## config.mk

```make
export PLATFORM = sky130hd
export DESIGN_NAME = ab_pattern_gen
export DESIGN_NICKNAME = d
export VERILOG_FILES = /design/src/rtl/ab_pattern_pkg.sv /design/src/rtl/ab_pattern_mem.sv /design/src/rtl/ab_pattern_gen.sv
export SDC_FILE = /design/constraint.sdc
export NUM_CORES = 1
export LEC_CHECK = 0
export CAP_MARGIN = 15
export CORE_MARGIN = 5
export CORE_UTILIZATION = 46
export DETAILED_ROUTE_END_ITERATION = 6
export DONT_BUFFER_PORTS = 1
export PLACE_DENSITY_LB_ADDON = 0.1
export SYNTH_ARGS = -nofsm -noshare
export SYNTH_HDL_FRONTEND = slang
export SYNTH_SLANG_ARGS = --single-unit
```

## constraint.sdc

```tcl
create_clock -name clk -period 3.8 [get_ports clk]
set_input_delay 0.76 -clock clk [delete_from_list [all_inputs] [get_ports clk]]
set_output_delay 0.76 -clock clk [all_outputs]
set_load 0.005 [all_outputs]
```

## src/rtl/ab_pattern_pkg.sv

```systemverilog
// Shared types and default sizing for the a/b pattern sequencer.
// Step entries carry a hold field sized for the widest supported HOLD_W.
package ab_pattern_pkg;

    localparam int unsigned DEPTH_DEF  = 8;
    localparam int unsigned HOLD_W_DEF = 4;
    localparam int unsigned CNT_W_DEF  = 16;
    localparam int unsigned HOLD_MAX_W = 16;

    typedef enum logic [1:0] {
        IDLE = 2'd0,
        RUN  = 2'd1,
        FIN  = 2'd2
    } state_e;

    typedef struct packed {
        logic [1:0]            ab;
        logic [HOLD_MAX_W-1:0] hold;
    } step_t;

endpackage

```

## src/rtl/ab_pattern_mem.sv

```systemverilog
// Step register file: one write port, one combinational read port,
// every entry cleared asynchronously on rst.
module ab_pattern_mem
    import ab_pattern_pkg::*;
#(
    parameter  int unsigned DEPTH = DEPTH_DEF,
    localparam int unsigned AW    = $clog2(DEPTH)
) (
    input  logic          clk,
    input  logic          rst,
    input  logic          we_i,
    input  logic [AW-1:0] waddr_i,
    input  step_t         wdata_i,
    input  logic [AW-1:0] raddr_i,
    output step_t         rdata_o
);

    step_t mem_q [DEPTH];

    always_ff @(posedge clk or posedge rst) begin
        if (rst) begin
            for (int unsigned i = 0; i < DEPTH; i++) begin
                mem_q[i] <= '0;
            end
        end else if (we_i) begin
            mem_q[waddr_i] <= wdata_i;
        end
    end

    assign rdata_o = mem_q[raddr_i];

endmodule

```

## src/rtl/ab_pattern_gen.sv

```systemverilog
// Two-signal stimulus sequencer: plays programmed a/b steps with per-step
// hold counts and counts cycles where the registered a && b was high.
module ab_pattern_gen
    import ab_pattern_pkg::*;
#(
    parameter  int unsigned DEPTH  = DEPTH_DEF,
    parameter  int unsigned HOLD_W = HOLD_W_DEF,
    parameter  int unsigned CNT_W  = CNT_W_DEF,
    localparam int unsigned IW     = $clog2(DEPTH)
) (
    input  logic              clk,
    input  logic              rst,
    input  logic              cfg_we,
    input  logic [IW-1:0]     cfg_addr,
    input  logic [1:0]        cfg_ab,
    input  logic [HOLD_W-1:0] cfg_hold,
    input  logic [IW:0]       cfg_len,
    input  logic              loop_en,
    input  logic              start,
    input  logic              stop,
    output logic              a,
    output logic              b,
    output logic              busy,
    output logic              done,
    output logic [IW-1:0]     step_idx,
    output logic [CNT_W-1:0]  pass_cnt
);

    localparam logic [IW:0] LEN_MAX = (IW+1)'(DEPTH);

    state_e                state_q;
    logic [IW-1:0]         step_q;
    logic [HOLD_MAX_W-1:0] hold_q;
    logic [IW:0]           len_q;
    logic                  a_q, b_q, busy_q, done_q;
    logic [CNT_W-1:0]      pass_q;

    step_t                 wr_step, rd_step;
    logic [IW-1:0]         rd_addr;
    logic [IW:0]           len_start;
    logic                  last_step;

    always_comb begin
        wr_step      = '0;
        wr_step.ab   = cfg_ab;
        wr_step.hold = HOLD_MAX_W'(cfg_hold);
    end

    assign len_start = (cfg_len > LEN_MAX) ? LEN_MAX : cfg_len;
    assign last_step = ({1'b0, step_q} == (len_q - (IW+1)'(1)));
    // Read address is the step that becomes active at the next edge, so a/b
    // and the hold count can be registered together with the step change.
    assign rd_addr   = (state_q == RUN && !last_step) ? step_q + IW'(1) : '0;

    ab_pattern_mem #(
        .DEPTH (DEPTH)
    ) u_mem (
        .clk     (clk),
        .rst     (rst),
        .we_i    (cfg_we && state_q == IDLE),
        .waddr_i (cfg_addr),
        .wdata_i (wr_step),
        .raddr_i (rd_addr),
        .rdata_o (rd_step)
    );

    always_ff @(posedge clk or posedge rst) begin
        if (rst) begin
            state_q    <= IDLE;
            step_q     <= '0;
            hold_q     <= '0;
            len_q      <= '0;
            {a_q, b_q} <= 2'b00;
            busy_q     <= 1'b0;
            done_q     <= 1'b0;
            pass_q     <= '0;
        end else begin
            done_q <= 1'b0;
            case (state_q)
                IDLE: begin
                    if (start) begin
                        if (len_start != '0) begin
                            state_q    <= RUN;
                            len_q      <= len_start;
                            step_q     <= '0;
                            hold_q     <= rd_step.hold;
                            {a_q, b_q} <= rd_step.ab;
                            busy_q     <= 1'b1;
                            pass_q     <= '0;
                        end else begin
                            state_q <= FIN;
                            done_q  <= 1'b1;
                        end
                    end
                end
                RUN: begin
                    if (a_q && b_q && pass_q != '1) begin
                        pass_q <= pass_q + CNT_W'(1);
                    end
                    if (stop) begin
                        state_q    <= IDLE;
                        step_q     <= '0;
                        {a_q, b_q} <= 2'b00;
                        busy_q     <= 1'b0;
                    end else if (hold_q != '0) begin
                        hold_q <= hold_q - HOLD_MAX_W'(1);
                    end else if (last_step && !loop_en) begin
                        state_q    <= FIN;
                        {a_q, b_q} <= 2'b00;
                        busy_q     <= 1'b0;
                        done_q     <= 1'b1;
                    end else begin
                        step_q     <= rd_addr;
                        hold_q     <= rd_step.hold;
                        {a_q, b_q} <= rd_step.ab;
                    end
                end
                FIN:     state_q <= IDLE;
                default: state_q <= IDLE;
            endcase
        end
    end

    assign a        = a_q;
    assign b        = b_q;
    assign busy     = busy_q;
    assign done     = done_q;
    assign step_idx = step_q;
    assign pass_cnt = pass_q;

endmodule

```

==> impl_metrics.json, run 1 <==
{
  "critPathMostFrequentCell": "or4_1",
  "wl_mm": 10.87,
  "clock-root-buffer": "clkbuf_8",
  "antenna_found_initial": 0,
  "initial_core_util_pct": 46.66,
  "timing.rr.start": "len_q[0]$_DFFE_PP0P_",
  "cts_max_path_buffers": 2,
  "slowest_delay_ps": 580,
  "ctsHoldBuffers": 0,
  "cts_setup_buffers": 0,
  "clkPwrFrac_pct": 19.7,
  "seq_power_share_pct": 46.7,
  "die_h_um": 111.6,
  "placed_area_sq_um": 4892,
  "tns_ps": 0,
  "rows": 37,
  "switching_share_pct": 37.79,
  "status": "finished, final reports clean",
  "grt_use_total_pct": 18.26,
  "p_sw_mw": 1.182,
  "cp_max_fo": 10,
  "clock-sinks": 93,
  "synth_area_sq_um": 4752,
  "comb_power_share_pct": 33.6,
  "vias_per_cell": 5.747,
  "ys.flop_type": "dfrtp_1",
  "grt_max_degree": 39,
  "peakVddDrop_mv": 0.2953,
  "yosysWarnings": 0,
  "relSlewSlack_pct": 38.04,
  "cts_tree": "yes",
  "final_area_sq_um": 5067,
  "port_buffers": 0,
  "arrival_ps": 3380,
  "reg2reg_to": "hold_q[11]$_DFFE_PP0P_",
  "cts.repair.resized": 0,
  "r2r_slack_ps": 740,
  "gr-total-overflow": 0,
  "max_cap_violations": 0,
  "p_leak_nw": 2.192,
  "min_path_type": "in2async",
  "syn_nets": 482,
  "layout.nets": 484,
  "synth-seq-cells": 93,
  "tightestPinTransition_ps": 917.4,
  "place_ws_ps": 736.4,
  "io_pins": 42,
  "end_kind": "flip-flop",
  "gp_congestion": 0.8106,
  "yosysSeqAreaShare_pct": 48.97,
  "ant_nets": 0,
  "rsz0062_at_grt": "no",
  "max_freq_ghz": 0.3269,
  "cellPowerDensity_nw_per_um2": 617.2,
  "setup_viol_count_final": 0,
  "required_ps": 4120,
  "clk_latency_ps": 370,
  "hold_viol": 0,
  "grt_first_pass_wirelength_mm": 18.35,
  "cp-start-kind": "flip-flop",
  "syn2layout_area_growth_pct": 6.635,
  "num_vias": 3454,
  "reg2regPathDepth": 9,
  "num_antenna_cells": 0,
  "fill_cells": 981,
  "async_flop_share_pct": 100.0,
  "drcViolationCount": 0,
  "netlist_instances": 458,
  "crit_slowest_cell": "or4_1",
  "hpwl_mm": 7.857,
  "finalCritPeriodShare_pct": 80.49,
  "die_area_sq_um": 12460,
  "skew_ps": 8.881,
  "min_period_ps": 3059,
  "synth.avg_cell_area_sq_um": 10.38,
  "cp_cell_sequence": "inv_1, ha_1, xor2_1, or4_1, a2111oi_4, o31a_1, nor2_4, or4_1, nand2_1",
  "dr.pass1.iters": 4,
  "p_int_mw": 1.946,
  "synth_edf_count": 0,
  "criticalPathCategory": "reg2reg",
  "drtIter0Drc": 152,
  "setup_ws_ps": 741.3,
  "drt-wirelength-per-cell_um": 18.08,
  "drv_slew": 0,
  "grt_pass1_vias": 3517,
  "ys_types": 58,
  "drive_gt1_share_pct": 19.14,
  "clk_pin_slew_ps": 90,
  "coreArea_sq_um": 10180,
  "chipWidth_um": 111.6,
  "cts.htree.levels": 3,
  "cts_made_buffers": 9
}
[per-layer routing]
metal / global-route usage (%) / part of all wire (%) / up-vias / wire length, um
li1: - / - / 1670 / -
met1: 23.52 / 45 / 1704 / 4872
met2: 29.66 / 48 / 62 / 5199
met3: 4.946 / 5.0 / 18 / 542
met4: 6.569 / 2.3 / 0 / 254
met5: 0 / 0 / - / 0
[worst max-delay path, delay by kind of cell (launching register included)]
| kind | cells | cell delay (ps) |
|---|---|---|
| AOI/OAI and AO/OA | 2 | 860 |
| xor gates and xnor gates | 1 | 160 |
| adders and majority gates | 1 | 200 |
| buffers and inverters | 1 | 80 |
| DFF | 1 | 430 |
| and+or+nand+nor | 4 | 1270 |
[how the worst max path moves through the flow]
stage | start | to | cells past startpoint
global placement | len_q[0]$_DFFE_PP0P_ | hold_q[11]$_DFFE_PP0P_ | 9
floorplan | rst | a$_DFFE_PP0P_ | 1
detailed placement | len_q[0]$_DFFE_PP0P_ | hold_q[11]$_DFFE_PP0P_ | 9
global route | len_q[0]$_DFFE_PP0P_ | hold_q[9]$_DFFE_PP0P_ | 10
finish | len_q[0]$_DFFE_PP0P_ | hold_q[11]$_DFFE_PP0P_ | 9
CTS | len_q[0]$_DFFE_PP0P_ | hold_q[11]$_DFFE_PP0P_ | 9
[power groups by stage]
stage                     registers [mW]  clock network (mW)  logic [mW]
after floorplan                     1.41                   0       0.841
after global placement              1.47                   0        1.05
after detailed placement            1.48                   0        1.06
after CTS                           1.46               0.637        1.06
after global routing                1.50               0.670        1.19
final                               1.46               0.615        1.05
[cell usage after synthesis, types with 6 or more instances]
cell type  count  area, sq um
o31ai_1        6        45.04
nand3_1       18        90.09
a21oi_1       23        115.1
nor3_1        14        70.07
inv_1         11        41.29
nand2_1       50        187.7
clkbuf_1      12        45.04
dfrtp_1       93         2327
nor2_1        30        112.6
mux2_2        50        563.0
xor2_1        16        140.1
o21ai_0       30        150.1
mux2i_1        6        60.06
[through the flow]
stage	cells	utilization [%]	power [mW]	hold slack, ps
after floorplan	458	-	2.255	444.3
after global placement	585	48.03	2.522	482.7
after detailed placement	585	48.03	2.537	489.5
after CTS	601	49.75	3.159	258.6
after global routing	601	49.75	3.359	278.9
final	601	49.75	3.128	258.2
[final cells by class]
type	count	area, sq um	share of cell area [%]
Sequential cell	93	2327	45.93
Multi-Input combinational cell	335	2283	45.06
Tap cell	136	170.2	3.358
Clock buffer	10	127.6	2.519
Timing Repair Buffer	8	60.06	1.185
Inverter	13	51.30	1.012
Clock inverter	6	47.55	0.9383
[cells by family after synthesis]
family | Yosys count | share of synthesized area [%]
and+or+nand+nor | 160 | 16.90
AOI/OAI and AO/OA | 94 | 12.64
DFF | 93 | 48.97
muxes | 57 | 13.59
buffers and inverters | 30 | 3.080
xor gates and xnor gates | 19 | 3.502
adders and majority gates | 5 | 1.316
[sequential cells by signal, summed over array words and instances (netlist names)]
signal / count
step_idx: 3
pass_cnt: 16
len_q: 4
b: 1
hold_q: 16
busy: 1
u_mem.mem_q: 48
state_q: 2
a: 1
done: 1
[placed cells by master, fill, tap and decap left out, drive strengths merged, types with 5 or more instances in the layout]
| cell | n |
|---|---|
| or3 | 6 |
| clkbuf | 10 |
| dfrtp | 93 |
| mux2 | 50 |
| inv | 14 |
| nor2 | 32 |
| nand3 | 18 |
| xor2 | 16 |
| ha | 5 |
| nand4 | 5 |
| nor3 | 14 |
| o31ai | 6 |
| a31oi | 5 |
| a21oi | 23 |
| mux2i | 6 |
| nor4 | 5 |
| nand2 | 51 |
| and3 | 5 |
| o21ai | 31 |
| buf | 8 |
Power figures use the tool's default switching activity.
==> run 2: changes to the inputs <==
- clock period: 3.8 -> 3.2 ns (I/O delays scaled with it)
==> run 2 against run 1 <==
Global-route usage increased by 1.1 points. Combinational power is 21% higher. Clock power up 50%. Design area rose by 2.0%. Critical path type unchanged. Critical endpoint unchanged. Largest power group unchanged.
==> impl_metrics.json, run 2 (synthesized netlist as in run 1, its figures left out) <==
{
  "end_kind": "flip-flop",
  "grt_pass1_vias": 3654,
  "p_sw_mw": 1.420,
  "min_period_ps": 2837,
  "cts_tree": "yes",
  "cp-start-kind": "flip-flop",
  "gp_congestion": 0.7978,
  "status": "finished, final reports clean",
  "clk_latency_ps": 360,
  "top_usage_layer": "met2",
  "finalCritPeriodShare_pct": 88.66,
  "cts_max_path_buffers": 2,
  "num_antenna_cells": 0,
  "cp_max_fo": 10,
  "grt_first_pass_wirelength_mm": 19.43,
  "hpwl_mm": 8.258,
  "skew_ps": 11.20,
  "max_cap_violations": 0,
  "clk_pin_slew_ps": 100,
  "gr-total-overflow": 0,
  "relSlewSlack_pct": 46.91,
  "io_pins": 42,
  "layout.nets": 488,
  "setup_viol_count_final": 0,
  "drcViolationCount": 0,
  "num_vias": 3551,
  "switching_share_pct": 36.08,
  "clock-sinks": 93,
  "peakVddDrop_mv": 0.2912,
  "arrival_ps": 3150,
  "die_h_um": 111.6,
  "largest_reg_flops": 48,
  "cts.repair.resized": 0,
  "initial_core_util_pct": 46.66,
  "total_power_mw": 3.936,
  "vias_per_cell": 5.869,
  "die_area_sq_um": 12460,
  "hold_viol": 0,
  "placed_area_sq_um": 4935,
  "drv_slew": 0,
  "ctsHoldBuffers": 0,
  "final_cells": 605,
  "wl_mm": 11.49,
  "rows": 37,
  "final_area_sq_um": 5167,
  "slowest_delay_ps": 580,
  "p_int_mw": 2.516,
  "layout_common_cells": "dfrtp_1 (93), nand2_1 (50), mux2_2 (50), nor2_1 (30), o21ai_0 (30)",
  "drive_gt1_share_pct": 20.04,
  "final_util_pct": 50.74,
  "cts.htree.levels": 3,
  "tightestPinTransition_ps": 796.4,
  "rsz0062_at_grt": "no",
  "tns_ps": 0,
  "grt_use_total_pct": 19.35,
  "clock-root-buffer": "clkbuf_8",
  "met2_usage_pct": 32.97,
  "crit_slowest_cell": "or4_1",
  "cellPowerDensity_nw_per_um2": 761.7,
  "met1_usage_pct": 25.11,
  "dr.pass1.iters": 6,
  "max_freq_ghz": 0.3525,
  "ant_nets": 0,
  "grt_util_met3_pct": 4.022,
  "chipWidth_um": 111.6,
  "reg2regPathDepth": 9,
  "critPathMostFrequentCell": "or4_1",
  "grt_max_degree": 62,
  "drtIter0Drc": 160,
  "clkPwrFrac_pct": 23.4,
  "regMostFlops": "u_mem.mem_q",
  "final_common_cell": "dfrtp_1",
  "required_ps": 3510,
  "cts_setup_buffers": 0,
  "seq_power_share_pct": 44.5,
  "cp_cell_sequence": "inv_1, ha_1, xor2_1, or4_1, a2111oi_4, o31a_1, nor2_4, or4_1, nand2_1",
  "numPlacedInstances": 589,
  "criticalPathCategory": "reg2reg",
  "min_path_type": "in2async",
  "coreArea_sq_um": 10180,
  "port_buffers": 0,
  "comb_power_share_pct": 32.1,
  "cts_made_buffers": 9,
  "antenna_found_initial": 0,
  "syn2layout_area_growth_pct": 8.742,
  "drt-wirelength-per-cell_um": 18.99,
  "p_leak_nw": 2.245
}
## run 2: cell types whose count changed in the layout (fill, tap and decap cells not counted), sizes merged
| cell | change |
|---|---|
| buf | +4 |
| clkinv | -2 |
| inv | -1 |
| bufinv | +2 |
| clkbuf | +1 |
## run 2: critical path, delay by kind of cell, from the launching register on
kind                       cells  cell delay [ps]
buffers and inverters          1               90
adders and majority gates      1              210
xor gates and xnor gates       1              160
and+or+nand+nor                4             1240
AOI/OAI and AO/OA              2              670
DFF                            1              430
## run 2: stage by stage
step                      worst slack [ps]  hold WS, ps
after floorplan                      139.7        444.3
after global placement               459.9        482.1
after detailed placement             376.8        486.3
after CTS                            362.3        318.8
after global routing                 152.2        348.7
final                                362.8        303.4
## run 2: worst paths after layout
| path | startpoint | endpoint | slack, ps |
|---|---|---|---|
| worst max-delay path | len_q[0]$_DFFE_PP0P_ | hold_q[11]$_DFFE_PP0P_ | 360 |
| worst min-delay path | rst | len_q[2]$_DFFE_PP0P_ | 300 |
| worst max register to register | len_q[0]$_DFFE_PP0P_ | hold_q[11]$_DFFE_PP0P_ | 360 |
| worst min register to register | u_mem.mem_q[71]$_DFFE_PP0P_ | u_mem.mem_q[71]$_DFFE_PP0P_ | 510 |
| max in group asynchronous | rst | pass_cnt[6]$_DFFE_PP0P_ | 2250 |
| min in group clk | stop | step_idx[2]$_DFFE_PP0P_ | 370 |
## run 2: layout make-up
type | count | area [sq um]
clock buffer | 11 | 151.4
timing repair buffer | 12 | 102.6
sequential | 93 | 2327
multi-input combinational | 335 | 2283
tap | 136 | 170.2
inverter | 13 | 51.30
fill | 939 | 5017
clock inverter | 5 | 81.33
## run 2: power by group through the flow
stage / Clock (mW) / Combinational (mW) / Sequential [mW]
2_1_floorplan: 0 / 0.998 / 1.68
3_3_place_gp: 0 / 1.24 / 1.76
3_5_place_dp: 0 / 1.27 / 1.77
4_1_cts: 0.938 / 1.27 / 1.75
5_1_grt: 1.00 / 1.42 / 1.80
6_report: 0.920 / 1.27 / 1.75
## run 2: metal layers
layer,share of wire [%],vias up
met1,45,1781
met2,50,91
li1,-,1671
met5,0,-
met4,0.96,0
met3,4.8,8
==> RTL edit 1, RTL diff (flow settings as in run 2) <==
Re-encode `state_e` (3 states) as one-hot, 3 bits wide.
--- a/src/rtl/ab_pattern_pkg.sv
+++ b/src/rtl/ab_pattern_pkg.sv
@@ -9,6 +9,6 @@
 
-    typedef enum logic [1:0] {
-        IDLE = 2'd0,
-        RUN  = 2'd1,
-        FIN  = 2'd2
+    typedef enum logic [2:0] {
+        IDLE = 3'b001,
+        RUN  = 3'b010,
+        FIN  = 3'b100
     } state_e;
Formal check against the unedited RTL: same outputs for any inputs over 4 cycles, from zero or initial values and one cycle with rst high; so few cycles prove little.
==> RTL edit 1 against run 2 <==
Total power is 5.5% higher; cell area up 3.7%; first-iteration DRC count decreased by 4.4%; die area is 4.1% higher; area after synthesis grew 4.5%; final cell count decreased by 1.2%; wire length up 2.5%; sequential cell count rose by 1; worst setup slack improved by 0.20 ns.
==> RTL edit 1: results (changes against run 2) <==
Synth
  • Sequential share of the synthesized area: 47.4% (-1.6 points)
  • Synth area leaders: dfrtp_1, mux2_2, mux2i_1
  • Syn_nets: 472 (-2.1%)
  • Synth Area in Adders: 1.26% (-0.057 points)
  • Area fraction in compound gates after synthesis: 14.0% (+1.4 points)
  • Post-synthesis cell type count: 75 (+29%)
  • Commonest cells in the netlist: dfrtp_1, mux2_2, nor2_1

STA
  • Clk_skew: 0.00984 ns (-0.00136 ns)
  • Min setup slack post-route: 0.562 ns (+0.199 ns)

Layout
  • Share of cells above drive strength 1: 22.3% (+2.2 points)
  • Fin nets: 477 (-2.3%)

Power and ir drop
  • Pleak: 2.29 nW (+2.1%)
  • VDD IR max: 0.000402 V (+38%)

Place
  • Dpl ws: 0.508 ns (+0.131 ns)
  • DP HPWL: 8.44 mm (+2.3%)
  • Placer congestion estimate: 0.806 (+1.0%)
  • Dpl cell area: 0.00515 mm^2 (+4.4%)

Drt
  • Number of DRC markers in iteration 0: 153 (-4.4%)
  • Via Count: 3532 (-0.54%)
  • Drt total wl: 11.8 mm (+2.5%)

GRT
  • Vias in the first global route: 3568 (-2.4%)
  • Largest net degree at the start of global routing: 51 (-18%)
  • Global-route wire length before repair: 19.2 mm (-1.0%)

Worst setup path
  • Worst r2r dst: hold_q[15]
  • Worst path max stage delay: 0.50 ns (-0.08 ns)
  • Arrival time worst endpoint: 2.95 ns (-0.20 ns)

Status
  • Status: finished, final reports clean
## RTL edit 1: cell types whose count changed after synthesis, sizes merged, moves of 8 or more
cell | before | now
a21oi | 23 | 15
mux2i | 6 | 16
nand2 | 51 | 29
a31oi | 5 | 13
o21ai | 31 | 21
## RTL edit 1: where the power goes
group / internal [W] / switching, W / leakage (nW)
Clock: 0.000388 / 0.000447 / 0.103
Sequential: 0.00158 / 0.000298 / 1.20
Combinational: 0.000666 / 0.000769 / 0.986
## RTL edit 1: layer usage
| metal | global-route usage (%) | part of all wire, % | up-vias |
|---|---|---|---|
| met3 | 3.98 | 4.5 | 18 |
| li1 | - | - | 1688 |
| met5 | 0 | 0 | - |
| met2 | 29.9 | 48 | 73 |
| met1 | 25.6 | 45 | 1753 |
| met4 | 8.55 | 2.4 | 0 |
## RTL edit 1: how the worst min path moves through the flow
stage	from	end	cells after the start
final	rst	hold_q[1]	1
after global routing	rst	hold_q[1]	1
after CTS	rst	step_idx[0]	1
after detailed placement	u_mem.mem_q[3]	u_mem.mem_q[3]	1
after global placement	u_mem.mem_q[75]	u_mem.mem_q[75]	1
after floorplan	hold_q[14]	hold_q[14]	1
## RTL edit 1: cell families (layout without fill, tap and decap cells)
kind of cell / Yosys count / in the layout
AO/OA/AOI/OAI: 93 / 93
AND/OR/NAND/NOR: 142 / 142
adder cells (fa/ha/maj): 5 / 5
flip-flops: 94 / 94
buffers and inverters: 26 / 36
multiplexers: 69 / 69
XOR/XNOR: 19 / 19
## RTL edit 1: per-stage QoR
stage,total power [W],std cells
after global placement,0.00331,582
after floorplan,0.00298,448
after detailed placement,0.00334,582
final,0.00415,598
after CTS,0.00418,598
after global routing,0.00444,598
## RTL edit 1: worst reg2reg max path, cell delays in order, from the launching register on
cell     delay (ns)
dfrtp_1        0.42
inv_1          0.08
ha_1           0.22
xor2_2         0.19
or3_1          0.36
a21oi_4        0.17
a21o_1         0.27
buf_4          0.21
or4_1          0.50
a21oi_1        0.15
## RTL edit 1: layout make-up
type | instances | area [um^2] | area share (%)
clock buffers | 10 | 138 | 2.57
clock inverters | 6 | 68.8 | 1.28
inverters | 9 | 36.3 | 0.677
multi-input cells | 328 | 2490 | 46.5
flip-flops and latches | 94 | 2350 | 43.9
well taps | 140 | 175 | 3.27
repair buffers | 11 | 95.1 | 1.77
==> RTL edit 2, RTL diff (flow settings as in run 2) <==
Without the edit above. `CNT_W_DEF`: 16 -> 14.
--- a/src/rtl/ab_pattern_pkg.sv
+++ b/src/rtl/ab_pattern_pkg.sv
@@ -6,3 +6,3 @@
     localparam int unsigned HOLD_W_DEF = 4;
-    localparam int unsigned CNT_W_DEF  = 16;
+    localparam int unsigned CNT_W_DEF  = 14;
     localparam int unsigned HOLD_MAX_W = 16;
Ports: changed (resized pass_cnt); port bits go from 42 to 40. No check against the original RTL was run, so the function may have changed too.
==> RTL edit 2 against run 2 <==
Worst setup slack better by 0.28 ns; critical path depth did not move; total power shrank 3.2%; clock skew hardly changed; cell area grew 1.0%; wire length fell by 8.9%; count of clock-buffer cells in the layout is 2 lower; clock power fell by 5.7%; non-clock buffer count down 7; area after synthesis increased by 1.9%; sequential cell count down 2; critical endpoint is now hold_q[1].
==> RTL edit 2: results (changes against run 2) <==
Layout
  • Share of cells above drive strength 1: 21.8% (+1.8 points)
  • Fin area: 0.00522 mm^2 (+1.0%)
  • Fin nets: 477 (-2.3%)

Synth
  • Post-synthesis cell type count: 72 (+24%)
  • Avg Inst Size Synth: 10.8 um^2 (+3.9%)
  • Syn_nets: 473 (-1.9%)
  • Synth area leaders: dfrtp_1, mux2_2, o21ai_0
  • Sequential share of the synthesized area: 47.0% (-1.9 points)

Place
  • Placer congestion estimate: 0.816 (+2.3%)
  • DP HPWL: 7.69 mm (-6.8%)
  • Placed insts: 578 (-1.9%)
  • Dpl ws: 0.601 ns (+0.224 ns)
  • Dpl cell area: 0.00500 mm^2 (+1.3%)

GRT
  • Global-route wire length before repair: 18.0 mm (-7.1%)

Worst setup path
  • Arrival time worst endpoint: 2.80 ns (-0.35 ns)
  • Worst-path fanout max: 17 (+7)
  • Flop-to-flop setup slack: 0.64 ns (+0.28 ns)
  • Worst r2r dst: hold_q[1]

STA
  • Clk_skew: 0.0116 ns (+0.000359 ns)
  • Hold slack: 0.290 ns (-0.0131 ns)

Drt
  • First-pass DRT Iterations: 4 (-2)
  • Routed length on met2: 4.76 mm (-17%)
  • M1 WL: 5.07 mm (-0.98%)

Power and ir drop
  • Pleak: 2.22 nW (-1.1%)
  • VDD IR max: 0.000367 V (+26%)

Status
  • Status: finished, final reports clean
RTL edit 2: metal layers:
metal	GRT usage, %	up-vias
li1	-	1661
met1	25.3	1637
met2	27.1	65
met3	3.34	11
met4	6.73	0
met5	0	-
RTL edit 2: kinds of logic (layout without fill, tap and decap cells):
| family | Yosys count | after routing | synth area share, % |
|---|---|---|---|
| buffers and inverters | 29 | 38 | 2.66 |
| muxes | 61 | 61 | 14.2 |
| xor gates and xnor gates | 15 | 15 | 3.05 |
| and+or+nand+nor | 146 | 146 | 17.0 |
| adders and majority gates | 5 | 5 | 1.29 |
| AOI/OAI and AO/OA | 102 | 102 | 14.8 |
| DFF | 91 | 91 | 47.0 |
RTL edit 2: how the worst max path moves through the flow:
stage | from | slack, ns | end
finish | hold_q[0] | 0.64 | hold_q[1]
global route | hold_q[0] | 0.44 | hold_q[1]
CTS | hold_q[0] | 0.63 | hold_q[1]
detailed placement | start | 0.60 | hold_q[6]
global placement | start | 0.62 | hold_q[6]
floorplan | rst | 0.20 | a
RTL edit 2: power by group:
group / internal (W) / leakage (nW) / total, W / switching, W
registers: 0.00146 / 1.16 / 0.00171 / 0.000254
logic: 0.000564 / 0.953 / 0.00123 / 0.000665
clock network: 0.000444 / 0.106 / 0.000868 / 0.000424
RTL edit 2: worst max-delay path, cell delays in order (launching register included):
cell,delay [ns]
dfrtp_1,0.41
inv_1,0.14
ha_1,0.17
nor4b_1,0.27
nand4_1,0.24
nor3_2,0.50
a31o_4,0.36
inv_1,0.11
nand2_2,0.12
o221ai_1,0.13
RTL edit 2: cell type report:
type | count | share of cell area [%]
clock inverter | 7 | 1.87
clock buffer | 9 | 2.37
timing repair buffer | 5 | 0.959
inverter | 17 | 1.25
sequential | 91 | 43.6
multi-input combinational | 329 | 46.7
tap | 136 | 3.26
